--- src/rtl/ir_nec_pkg.sv ---
// Shared NEC IR definitions: receiver state encoding, nominal durations in
// 50 MHz ticks, default receiver tolerance windows and counter width.
package ir_nec_pkg;

    localparam int unsigned CNT_W = 20;
    typedef logic [CNT_W-1:0] cnt_t;

    typedef enum logic [2:0] {
        IDLE,
        LEAD_MARK,
        LEAD_SPACE,
        BIT_MARK,
        BIT_SPACE,
        STOP_MARK
    } state_t;

    // Nominal NEC durations at 50 MHz, shared with the transmitter
    localparam int unsigned T_LEAD_MARK   = 450000;  // 9 ms
    localparam int unsigned T_LEAD_SPACE  = 225000;  // 4.5 ms
    localparam int unsigned T_REPEAT_SPACE = 112500; // 2.25 ms
    localparam int unsigned T_BIT_ONE_GAP = 56250;   // 1.125 ms
    localparam int unsigned T_BIT_MARK    = 28125;   // 562.5 us

    localparam cnt_t LEAD_MARK_MIN_DEF    = 20'd400000;
    localparam cnt_t LEAD_MARK_MAX_DEF    = 20'd500000;
    localparam cnt_t LEAD_SPACE_MIN_DEF   = 20'd200000;
    localparam cnt_t LEAD_SPACE_MAX_DEF   = 20'd250000;
    localparam cnt_t BIT_MARK_MIN_DEF     = 20'd15000;
    localparam cnt_t BIT_MARK_MAX_DEF     = 20'd40000;
    localparam cnt_t BIT_SPACE_THRESH_DEF = 20'd56250;
    localparam cnt_t BIT_SPACE_MAX_DEF    = 20'd125000;
    localparam cnt_t REPEAT_SPACE_MIN_DEF = 20'd87500;
    localparam cnt_t REPEAT_SPACE_MAX_DEF = 20'd137500;

    function automatic logic in_window(input cnt_t c, input cnt_t lo, input cnt_t hi);
        return (c >= lo) && (c <= hi);
    endfunction

endpackage

--- src/rtl/ir_rx_sync_edge.sv ---
// Two-flop synchroniser for the asynchronous IR line plus a previous-sample
// register; flops reset to the idle-high level so reset never fakes an edge.
module ir_rx_sync_edge (
    input  logic clk,
    input  logic rst_n,
    input  logic din,
    output logic level,
    output logic rise,
    output logic fall
);

    logic meta_q;
    logic sync_q;
    logic prev_q;

    always_ff @(posedge clk or negedge rst_n) begin
        if (!rst_n) begin
            meta_q <= 1'b1;
            sync_q <= 1'b1;
            prev_q <= 1'b1;
        end else begin
            meta_q <= din;
            sync_q <= meta_q;
            prev_q <= sync_q;
        end
    end

    assign level = sync_q;
    assign rise  = ~prev_q & sync_q;
    assign fall  = prev_q & ~sync_q;

endmodule

--- src/rtl/ir_receiver_nec.sv ---
// NEC IR frame decoder: times marks/spaces on the demodulated line and checks
// the inverted bytes. Repeat-code decoding is enabled by REPEAT_CODE_EN.
module ir_receiver_nec
    import ir_nec_pkg::*;
#(
`ifdef REPEAT_CODE_EN
    parameter cnt_t REPEAT_SPACE_MIN = REPEAT_SPACE_MIN_DEF,
    parameter cnt_t REPEAT_SPACE_MAX = REPEAT_SPACE_MAX_DEF,
`endif
    parameter cnt_t LEAD_MARK_MIN    = LEAD_MARK_MIN_DEF,
    parameter cnt_t LEAD_MARK_MAX    = LEAD_MARK_MAX_DEF,
    parameter cnt_t LEAD_SPACE_MIN   = LEAD_SPACE_MIN_DEF,
    parameter cnt_t LEAD_SPACE_MAX   = LEAD_SPACE_MAX_DEF,
    parameter cnt_t BIT_MARK_MIN     = BIT_MARK_MIN_DEF,
    parameter cnt_t BIT_MARK_MAX     = BIT_MARK_MAX_DEF,
    parameter cnt_t BIT_SPACE_THRESH = BIT_SPACE_THRESH_DEF,
    parameter cnt_t BIT_SPACE_MAX    = BIT_SPACE_MAX_DEF
) (
    input  logic       iCLK_50,
    input  logic       iRST_n,
    input  logic       iIRDA,
    output logic [7:0] oADDRESS,
    output logic [7:0] oCOMMAND,
    output logic       oDATA_READY,
    output logic       oERR,
    output logic       oREPEAT,
    output logic       oRX_BUSY
);

    state_t      state_q;
    state_t      state_d;
    cnt_t        cnt_q;
    logic [4:0]  bit_cnt_q;
    logic [31:0] shift_q;
    logic        level;
    logic        rise;
    logic        fall;
    logic        timing_err;
    logic        stop_ok;
    logic        shift_en;
    logic        bit_val;
    logic        frame_ok;
    logic        data_ready_d;
    logic        err_d;
`ifdef REPEAT_CODE_EN
    logic        rpt_q;
    logic        repeat_q;
    logic        repeat_d;
`endif

    ir_rx_sync_edge u_sync (
        .clk   (iCLK_50),
        .rst_n (iRST_n),
        .din   (iIRDA),
        .level (level),
        .rise  (rise),
        .fall  (fall)
    );

    always_ff @(posedge iCLK_50 or negedge iRST_n) begin
        if (!iRST_n) state_q <= IDLE;
        else         state_q <= state_d;
    end

    // Each timed state waits for its closing edge; an over-long phase aborts
    // without waiting for that edge.
    always_comb begin
        state_d    = state_q;
        timing_err = 1'b0;
        stop_ok    = 1'b0;
        case (state_q)
            IDLE: begin
                if (fall) state_d = LEAD_MARK;
            end
            LEAD_MARK: begin
                if (rise) begin
                    if (in_window(cnt_q, LEAD_MARK_MIN, LEAD_MARK_MAX)) state_d = LEAD_SPACE;
                    else timing_err = 1'b1;
                end else if (!level && cnt_q > LEAD_MARK_MAX) begin
                    timing_err = 1'b1;
                end
            end
            LEAD_SPACE: begin
                if (fall) begin
                    if (in_window(cnt_q, LEAD_SPACE_MIN, LEAD_SPACE_MAX)) state_d = BIT_MARK;
`ifdef REPEAT_CODE_EN
                    else if (in_window(cnt_q, REPEAT_SPACE_MIN, REPEAT_SPACE_MAX)) state_d = STOP_MARK;
`endif
                    else timing_err = 1'b1;
                end else if (level && cnt_q > LEAD_SPACE_MAX) begin
                    timing_err = 1'b1;
                end
            end
            BIT_MARK: begin
                if (rise) begin
                    if (in_window(cnt_q, BIT_MARK_MIN, BIT_MARK_MAX)) state_d = BIT_SPACE;
                    else timing_err = 1'b1;
                end else if (!level && cnt_q > BIT_MARK_MAX) begin
                    timing_err = 1'b1;
                end
            end
            BIT_SPACE: begin
                if (fall) begin
                    if (cnt_q < BIT_MARK_MIN)     timing_err = 1'b1;
                    else if (bit_cnt_q == 5'd31) state_d = STOP_MARK;
                    else                         state_d = BIT_MARK;
                end else if (level && cnt_q > BIT_SPACE_MAX) begin
                    timing_err = 1'b1;
                end
            end
            STOP_MARK: begin
                if (rise) begin
                    if (in_window(cnt_q, BIT_MARK_MIN, BIT_MARK_MAX)) begin
                        stop_ok = 1'b1;
                        state_d = IDLE;
                    end else begin
                        timing_err = 1'b1;
                    end
                end else if (!level && cnt_q > BIT_MARK_MAX) begin
                    timing_err = 1'b1;
                end
            end
            default: state_d = IDLE;
        endcase
        if (timing_err) state_d = IDLE;
    end

    always_comb begin
        shift_en = (state_q == BIT_SPACE) && fall && !timing_err;
        bit_val  = (cnt_q >= BIT_SPACE_THRESH);
        frame_ok = (shift_q[15:8] == ~shift_q[7:0]) && (shift_q[31:24] == ~shift_q[23:16]);
`ifdef REPEAT_CODE_EN
        repeat_d     = stop_ok && rpt_q;
        data_ready_d = stop_ok && !rpt_q && frame_ok;
        err_d        = timing_err || (stop_ok && !rpt_q && !frame_ok);
`else
        data_ready_d = stop_ok && frame_ok;
        err_d        = timing_err || (stop_ok && !frame_ok);
`endif
    end

    always_ff @(posedge iCLK_50 or negedge iRST_n) begin
        if (!iRST_n) begin
            cnt_q     <= '0;
            bit_cnt_q <= '0;
            shift_q   <= '0;
        end else begin
            if (rise || fall)      cnt_q <= '0;
            else if (cnt_q != '1) cnt_q <= cnt_q + cnt_t'(1);
            if (state_q == LEAD_SPACE && state_d == BIT_MARK) bit_cnt_q <= '0;
            else if (shift_en)                                bit_cnt_q <= bit_cnt_q + 5'd1;
            if (shift_en) shift_q <= {bit_val, shift_q[31:1]};
        end
    end

    always_ff @(posedge iCLK_50 or negedge iRST_n) begin
        if (!iRST_n) begin
            oADDRESS    <= '0;
            oCOMMAND    <= '0;
            oDATA_READY <= 1'b0;
            oERR        <= 1'b0;
        end else begin
            oDATA_READY <= data_ready_d;
            oERR        <= err_d;
            if (data_ready_d) begin
                oADDRESS <= shift_q[7:0];
                oCOMMAND <= shift_q[23:16];
            end
        end
    end

`ifdef REPEAT_CODE_EN
    always_ff @(posedge iCLK_50 or negedge iRST_n) begin
        if (!iRST_n) begin
            rpt_q    <= 1'b0;
            repeat_q <= 1'b0;
        end else begin
            repeat_q <= repeat_d;
            if (state_q == LEAD_SPACE && state_d == STOP_MARK) rpt_q <= 1'b1;
            else if (state_d == IDLE)                          rpt_q <= 1'b0;
        end
    end

    assign oREPEAT = repeat_q;
`else
    assign oREPEAT = 1'b0;
`endif

    assign oRX_BUSY = (state_q != IDLE);

endmodule

--- config.mk ---
export PLATFORM = sky130hd
export DESIGN_NAME = ir_receiver_nec
export DESIGN_NICKNAME = d
export VERILOG_FILES = /design/src/rtl/ir_nec_pkg.sv /design/src/rtl/ir_rx_sync_edge.sv /design/src/rtl/ir_receiver_nec.sv
export SDC_FILE = /design/constraint.sdc
export NUM_CORES = 1
export LEC_CHECK = 0
export CORE_ASPECT_RATIO = 1.1
export CORE_MARGIN = 2
export CORE_UTILIZATION = 60
export DETAILED_ROUTE_END_ITERATION = 8
export PLACE_DENSITY = 0.8
export SYNTH_ARGS = -nofsm -noshare
export SYNTH_HDL_FRONTEND = slang
export SYNTH_SLANG_ARGS = --single-unit
--- constraint.sdc ---
create_clock -name iCLK_50 -period 3.72 [get_ports iCLK_50]
set_clock_uncertainty 0.15 [all_clocks]
set_input_delay 0.372 -clock iCLK_50 [delete_from_list [all_inputs] [get_ports iCLK_50]]
set_output_delay 0.372 -clock iCLK_50 [all_outputs]
set_load 0.01 [all_outputs]
Word level (Yosys, flattened, before mapping)
Cells that the tools add are included.
- div/mod/pow operators: 0
- mux-type cells: 34
- shifts and indexed selects: 0
- equality and inequality tests: 10
- $lt $le $gt $ge: 12
- bitwise gates (word level): 6
- $add $sub $neg: 2
- multiply operators: 0
- reductions and logical operators: 23
- operator list (operator ; number):
    $mux 20 ; 2
    $mux 3 ; 13
    $add 20x1->20 const B ; 1
    $ge 20x14->1 const B ; 1
    $ge 20x16->1 const B ; 1
    $ge 20x18->1 const B ; 1
    $ge 20x19->1 const B ; 1
    $gt 20x16->1 const B ; 1
    $gt 20x17->1 const B ; 1
    $gt 20x18->1 const B ; 1
    $gt 20x19->1 const B ; 1
    $le 20x16->1 const B ; 1
    $le 20x18->1 const B ; 1
    $le 20x19->1 const B ; 1
    $lt 20x14->1 const B ; 1
    $ne 20x20->1 const B ; 1
    $pmux 3 s6 ; 1
    $eq 8x8->1 ; 2
    $not 8->8 ; 2
    $mux 1 ; 15
    $logic_and 1x1->1 ; 13
    $mux 5 ; 2
    $eq 3x2->1 const B ; 3
    $eq 3x3->1 const B ; 2
    other kinds (12) ; 18
- memories kept: 0
- bits in registers: 81
- memory bits (writable): 0
- ROM bits: 0
- input bits: 3
- bits in latches: 0
- word-level logic and storage cells: 98
- output and inout port bits: 20

Longest topological paths before layout
Gate-level depths: netlist of the first run.
- word-level depth: 9
- mapped depth: 9
- mapped depth without buffers: 9

Cells and area by module
Synthesis of the first run repeated with hierarchy kept, for this count alone.
- cells, all modules: 419
- area, all modules: 4415.5 µm²
- modules (own cells, without submodules) (module ; times used ; cells an instance ; area an instance (µm²)):
    ir_receiver_nec ; 1 ; 414 ; 4321.6
    ir_rx_sync_edge ; 1 ; 5 ; 93.8

Least setup slack after synthesis of the first run
Ideal clock, no wire load.
- path type: reg-to-reg
- start: reg cnt_q[18]
- end: reg oADDRESS[0]
- data arrival time: 2.409 ns
- clock period less this slack: 2.684 ns
- path buffers: 2
- data required time: 3.445 ns
- cell stages (with the launch flop): 9
- slack: 1.036 ns
- cell sequence: dfrtp_1 -> buf_6 -> or4_4 -> nor4_2 -> a31o_2 -> nand4_4 -> nor3_4 -> buf_12 -> mux2_4
- cells in the longest elaborated chain, start to end: 6
- elaborated cells on any way between the ends: 7
- ends and longest elaborated chain (what ; RTL line ; RTL):
    start: declaration ; ir_receiver_nec.sv:32 ; cnt_t cnt_q;
    start signal: assignment ; ir_receiver_nec.sv:149 ; else if (cnt_q != '1) cnt_q <= cnt_q + cnt_t'(1);
    $ge 20x14->1 or $le 20x16->1 (tied branches) ; ir_nec_pkg.sv:36 ; return (c >= lo) && (c <= hi);
    $logic_and 1x1->1 (*) ; ir_nec_pkg.sv:36 ;
    $mux 1 (*) ; ir_receiver_nec.sv:113 ; if (in_window(cnt_q, BIT_MARK_MIN, BIT_MARK_MAX)) begin
    $mux 1 (*) ; ir_receiver_nec.sv:112 ; if (rise) begin
    $mux 1 (*) ; ir_receiver_nec.sv:71 ; case (state_q)
    $logic_and 1x1->1 (*) ; ir_receiver_nec.sv:137 ; data_ready_d = stop_ok && frame_ok;
    end signal: assignment ; ir_receiver_nec.sv:166 ; oADDRESS <= shift_q[7:0];
    end: declaration ; ir_receiver_nec.sv:22 ; output logic [7:0] oADDRESS,
Mark *: on every way between the ends. The rest lies on a longest branch, timed or not.
A chain may end at the register's enable or synchronous reset.

Worst setup path after layout of the first run
- start: reg cnt_q[14]
- end: reg bit_cnt_q[3]
- cells in the longest elaborated chain, start to end: 9
- elaborated cells on any way between the ends: 49
- ends and longest elaborated chain (what ; RTL line ; RTL):
    $ge 20x14->1, or another cell as far along ; ir_nec_pkg.sv:36 ;
    $logic_and 1x1->1, on equally long branches ; - ;
    $mux 3, or another cell as far along ; ir_receiver_nec.sv:113 ;
    $mux 3, or another cell as far along ; ir_receiver_nec.sv:112 ;
    $pmux 3 s6 or $pmux 1 s4 (tied branches) ; ir_receiver_nec.sv:71 ;
    $mux 3 ; ir_receiver_nec.sv:125 ; if (timing_err) state_d = IDLE;
    $eq 3x2->1 ; ir_receiver_nec.sv:150 ; if (state_q == LEAD_SPACE && state_d == BIT_MARK) bit_cnt_q <= '0;
    $logic_and 1x1->1 ; ir_receiver_nec.sv:150 ;
    $mux 5 or $reduce_bool 2->1 (tied branches) ; - ;
    end signal: assignment ; ir_receiver_nec.sv:151 ; else if (shift_en) bit_cnt_q <= bit_cnt_q + 5'd1;
    end: declaration ; ir_receiver_nec.sv:33 ; logic [4:0] bit_cnt_q;
Several ways; a longest one is shown, not always the timed one.

==> results of run 1 <==
==> kinds of logic after synthesis <==
group	after synthesis	share of synthesized area
other cells	1	0.000878
fa+ha+maj	6	0.0176
simple gates	219	0.250
buf+inv	43	0.0472
mux	17	0.0536
compound gates	50	0.0835
flops	81	0.476
xor+xnor	35	0.0718
==> final timing paths <==
path | to | from | cells after the start
min reg2reg | u_sync.level | u_sync.meta_q | 0
max reg2reg | bit_cnt_q[3] | cnt_q[14] | 8
max | bit_cnt_q[3] | cnt_q[14] | 8
min in group iCLK_50 | u_sync.level | u_sync.meta_q | 0
max in group asynchronous | shift_q[22] | iRST_n | 1
min | oADDRESS[2] | iRST_n | 1
==> synthesized netlist by cell type (8+ instances only) <==
| library cell | number |
|---|---|
| nand2_1 | 117 |
| dfrtp_1 | 78 |
| xnor2_1 | 27 |
| clkbuf_1 | 20 |
| nor2_1 | 20 |
| and2_1 | 17 |
| inv_1 | 12 |
| nor3_1 | 11 |
| mux2_4 | 10 |
| nand4_1 | 10 |
| o21ai_0 | 10 |
| xor2_1 | 8 |
==> registers in the layout, summed over array words and instances (netlist names) <==
name and count:
u_sync.level 1, u_sync.meta_q 1, oERR 1, oCOMMAND 8
oDATA_READY 1, oADDRESS 8, shift_q 32, u_sync.prev_q 1
bit_cnt_q 5, cnt_q 20, state_q 3
==> where the power goes <==
group          switching (mW)  internal, mW
clock network           0.315         0.481
registers              0.0164         0.891
logic                  0.0442        0.0280
==> layer usage <==
layer,track usage,up-vias,part of all wire
li1,-,1539,-
met3,0.0561,17,0.042
met1,0.302,1575,0.43
met5,0,-,0
met2,0.392,96,0.51
met4,0.0780,0,0.018
==> area by class of cell <==
type / instances / area share
clock buffers: 11 / 0.0320
clock inverters: 4 / 0.0209
inverters: 12 / 0.00952
multi-input cells: 328 / 0.432
flip-flops and latches: 81 / 0.429
well taps: 85 / 0.0225
repair buffers: 26 / 0.0545
==> stage by stage <==
stage          cells   util  power [mW]  worst slack, ns
2_1_floorplan    452      -       0.965             1.04
3_3_place_gp     532  0.643       0.996            0.890
3_5_place_dp     532  0.643       0.998            0.845
4_1_cts          547  0.679        1.79            0.769
5_1_grt          547  0.679        1.84            0.527
6_report         547  0.679        1.78            0.721
==> worst max-delay path, cell delays in order, from the launching register on <==
cell and delay [ns]:
dfrtp_1 0.63, or2_2 0.21, a2111oi_0 0.08, o21ba_2 0.28, nor3_2 0.80, buf_4 0.37
nand4_1 0.14, xor2_1 0.16, nor2_1 0.05
==> cells in the final DEF (no fill, tap or decap), types with 2 or more instances in the layout <==
master | Yosys | layout
a2111oi_0 | 2 | 2
dfrtp_1 | 78 | 78
clkbuf_8 | 0 | 11
mux2_2 | 7 | 7
buf_4 | 2 | 5
o21bai_1 | 2 | 2
mux2_4 | 10 | 10
a211o_1 | 2 | 2
nor4_1 | 7 | 7
inv_1 | 12 | 12
o21ai_0 | 10 | 10
xor2_1 | 8 | 8
and3_1 | 5 | 5
nor2_1 | 20 | 20
dfstp_2 | 3 | 3
a41oi_1 | 3 | 3
nor4_2 | 2 | 2
or2_2 | 3 | 3
or3_1 | 3 | 3
a31oi_1 | 3 | 3
bufinv_16 | 0 | 3
xnor2_1 | 27 | 27
o211ai_1 | 3 | 3
ha_1 | 6 | 6
o31ai_1 | 2 | 2
nand2b_1 | 4 | 4
nor3_1 | 11 | 10
or4_1 | 3 | 3
a21oi_1 | 7 | 7
nand4_1 | 10 | 10
nand2_1 | 117 | 117
o311ai_0 | 2 | 2
nand3_1 | 7 | 7
and2_1 | 17 | 17
clkdlybuf4s50_1 | 0 | 20
==> flow_summary.toml, run 1 <==
[placement]
post-dp-hpwl_um = 5820
gp_congestion = 0.945
place_area_sq_um = 4480
port_buffers = 21

[yosys]
syn_avg_cell_area_sq_um = 9.44
ys_async_sr_fraction = 1.00
netlist_instances = 452
synthTopCellsByArea = "dfrtp_1 (46%), nand2_1 (10%), xnor2_1 (5.5%), mux2_4 (3.5%), and2_1 (2.5%)"
ys_seq_elements = 81
synth_nets = 461
synth_top_area_share = 0.457
synth_area_sq_um = 4270
yosysTopAreaCell = "dfrtp_1"
synth_edf_count = 0
synth-main-ff-cell = "dfrtp_1"
ys_warn_count = 0
ys_seq_area_frac = 0.476
synth_cell_type_count = 61

[detailed_routing]
ant_nets = 0
vias = 3227
viasPerCell = 5.90
routed_wl_um = 8550
drc = 0
first_pass_iters = 5
drt_first_iter_violations = 237
wl_per_cell_um = 15.6

[sta]
min_period_ns = 3.00
rsz0062_at_grt = "false"
fin_crit_sh = 0.806
worst_pin_slew_ns = 0.997
setup_viol = 0
slew_headroom = 0.332
hold_viol_final = 1
tns_ns = 0
slew_violations = 0
timing.fmax_ghz = 0.333
hold_ws_ns = -0.00205

[die]
boundaryPins = 23
rows = 32
die-area_sq_um = 7810
die_w_um = 84.4
die_h_um = 92.5
initial_core_util = 0.613
core_area_sq_um = 6970

[pwr]
p_leak_nw = 2.22
powerDensity_nw_per_um2 = 375
ir_worst_vdd_v = 0.000278

[layout]
layout-drive-gt1-share = 0.119
diodes = 0
syn_to_final_growth_pct = 10.8
multi_input_area_sq_um = 2040
design_area_sq_um = 4730
regArea_sq_um = 2030
fill_cells = 553
final_nets = 467

[clock_tree]
hold_buffers = 0
cts_setup_buffers = 0
tritoncts = "built"
clock_sinks = 81
cts_root_buf = "clkbuf_8"
clk_pin_slew_worst_paths_ns = 0.08
cts_buffers = 9
clock_latency_ns = 0.35
h-tree-depth = 3
clockBufferDepth = 2
cts_resized = 0

[worst_hold_path]
hold_class = "primary input to asynchronous set/reset pin"

[setup_path]
worst-endpoint-required_ns = 3.82
end_kind = "register"
arrival_ns = 3.10
cp_max_fo = 19
crit_type = "register to register"
cp-start-kind = "register"
r2r_slack_ns = 0.72

[global_routing]
grt_pass1_vias = 3052
grt_max_degree = 82
grt_first_pass_wirelength_um = 14700
grt.overflow.total = 0
grt_usage = 0.234
antenna_found_initial = 0

[status]
failed_checks = "negative hold slack"
status = "complete, but fails checks"

[run]
maxCapViolCount = 0
No activity file was read; power rests on OpenSTA's default activity.
==> run 2: changes to the inputs <==
Settings changed: CORE_UTILIZATION 60 to 54, PLACE_DENSITY 0.8 to 0.76.
Clock period 3.72 ns to 2.5 ns, I/O delays scaled along.
==> run 2 against run 1 <==
Net effect:
- the run now ends clean
- critical path depth rose by 1
- clock-buffer cell count decreased by 2
- sequential share of layout area down 2.6 points
- global-route usage decreased by 0.18 points
- routed wire length up 6.0%
- maximum frequency grew 20%
- final cell count up 9.5%
- cell area rose by 6.3%
- core utilization shrank 3.3 points
- register-to-register slack worse by 0.72 ns
- power up 40%
- critical endpoint is now oCOMMAND[2]
==> flow_summary.toml, run 2 (synthesis results as in run 1) <==
[status]
status = "completed"

[die]
core_area_sq_um = 7780
die_h_um = 97.3
die-area_sq_um = 8630
die_w_um = 88.8
initial_core_util = 0.548
rows = 34
boundaryPins = 23

[sta]
timing.fmax_ghz = 0.400
setup_viol = 0
fin_crit_sh = 1.00
min_period_ns = 2.50
hold_viol_final = 0
finalWorstSetupSlack_ns = 0.000238
rsz0062_at_grt = "true"
worst_pin_slew_ns = 0.657
slew_headroom = 0.562
slew_violations = 0

[detailed_routing]
wl_met3_um = 284
wl_met1_um = 4040
routed_wl_um = 9070
ant_nets = 0
first_pass_iters = 4
vias = 3366
routed.top_layer = "met4"
wl_met2_um = 4520
drt_first_iter_violations = 152
wl_per_cell_um = 15.1
drc = 0
viasPerCell = 5.62

[pwr]
powerDensity_nw_per_um2 = 493
p_leak_nw = 2.36
finalPower_mw = 2.48
ir_worst_vdd_v = 0.000293

[setup_path]
endpoint = "oCOMMAND[2]"
r2r-start = "cnt_q[0]"
crit_chain = "inv_1 > ha_1 > or3b_4 > o31ai_4 > a31o_2 > nand4_4 > nor3_4 > buf_12 > mux2_2"
setup.worst_path.start = "cnt_q[0]"
cpMaxStageDelayCell = "dfrtp_1"
cp_top_family = "simple AND/OR/NAND/NOR gates"
arrival_ns = 2.60
worst_path_largest_cell_delay_ns = 0.39
crit_buf_inv = 2
worst-endpoint-required_ns = 2.60
crit_type = "register to register"
cp_max_fo = 16
cp-start-kind = "register"
end_kind = "register"
r2r-end = "oCOMMAND[2]"
cp.depth = 9
reg2reg_depth = 9
r2r_slack_ns = 0.0002

[layout]
fill_cells = 630
top_register = "shift_q"
layout-drive-gt1-share = 0.183
regArea_sq_um = 2030
final_nets = 495
final_common_cell = "nand2_1"
diodes = 0
multi_input_area_sq_um = 2110
largest_reg_flops = 32
largest_registers = "shift_q (32), cnt_q (20)"
syn_to_final_growth_pct = 17.8
fin_cells = 599
layout_common_cells = "nand2_1 (117), dfrtp_1 (78), buf_4 (29), xnor2_1 (27), clkdlybuf4s50_1 (20)"

[placement]
gp_congestion = 0.903
post-dp-hpwl_um = 6310
port_buffers = 21
dp_cells = 581
dp_slack_ns = -0.0862

[clock_tree]
tritoncts = "built"
clk_pin_slew_worst_paths_ns = 0.09
cts_buffers = 9
cts_root_buf = "clkbuf_8"
h-tree-depth = 3
clockBufferDepth = 2
clock_latency_ns = 0.35
clock_sinks = 81

[global_routing]
grt_max_degree = 51
grt_first_pass_wirelength_um = 15900
grt.overflow.total = 0
grt_pass1_vias = 3345
grt_usage = 0.233
antenna_found_initial = 0

[worst_hold_path]
hold_class = "primary input to register"

[run]
maxCapViolCount = 0
-- run 2: cell count changes in the layout (fill, tap and decap cells not counted), sizes merged --
cell / delta
dlygate4sd3: +1
clkinvlp: +2
clkinv: +2
bufinv: -2
inv: +1
buf: +27
clkbuf: -2
-- run 2: routing by layer --
layer | global-route usage | up-vias
li1 | - | 1598
met2 | 0.361 | 82
met4 | 0.0979 | 0
met1 | 0.320 | 1667
met3 | 0.0382 | 19
met5 | 0 | -
-- run 2: per-stage QoR --
step	instance area (sq um)	hold WS (ns)	utilization	setup TNS, ns
floorplan	4270	-0.196	-	-0.543
detailed placement	4750	0.179	0.610	-0.801
global placement	4750	0.167	0.610	-0.274
global route	5030	0.137	0.646	-1.64
finish	5030	0.149	0.646	0
CTS	4970	0.136	0.639	-0.0645
-- run 2: report_power, final --
group	switching [mW]	leakage (nW)	total (mW)	internal, mW
logic	0.0838	1.15	0.146	0.0624
clock network	0.525	0.0962	0.994	0.469
registers	0.0172	1.12	1.34	1.33
total	0.626	2.36	2.48	1.86
-- run 2: how the worst min path moves through the flow --
stage,slack [ns],start,depth (start not counted),to
floorplan,-0.20,iRST_n,0,bit_cnt_q[0]
global placement,0.17,iRST_n,1,oADDRESS[2]
detailed placement,0.18,iRST_n,1,oADDRESS[2]
CTS,0.14,iIRDA,1,u_sync.meta_q
global route,0.14,iIRDA,1,u_sync.meta_q
finish,0.15,iIRDA,1,u_sync.meta_q
-- run 2: layout make-up --
cell class	count	area share
clock inverter	7	0.0152
sequential	81	0.404
tap	108	0.0269
multi-input combinational	328	0.420
clock buffer	9	0.0246
timing repair buffer	54	0.101
inverter	12	0.00895
-- run 2: repair_timing --
item                                    4_1_cts  5_1_grt
endpoints found under the setup margin       18       27
hold buffers                                  1        0
pin swaps                                     1        2
hold endpoints to repair                     46        0
resized for setup                             4       10
setup buffers                                 0        1
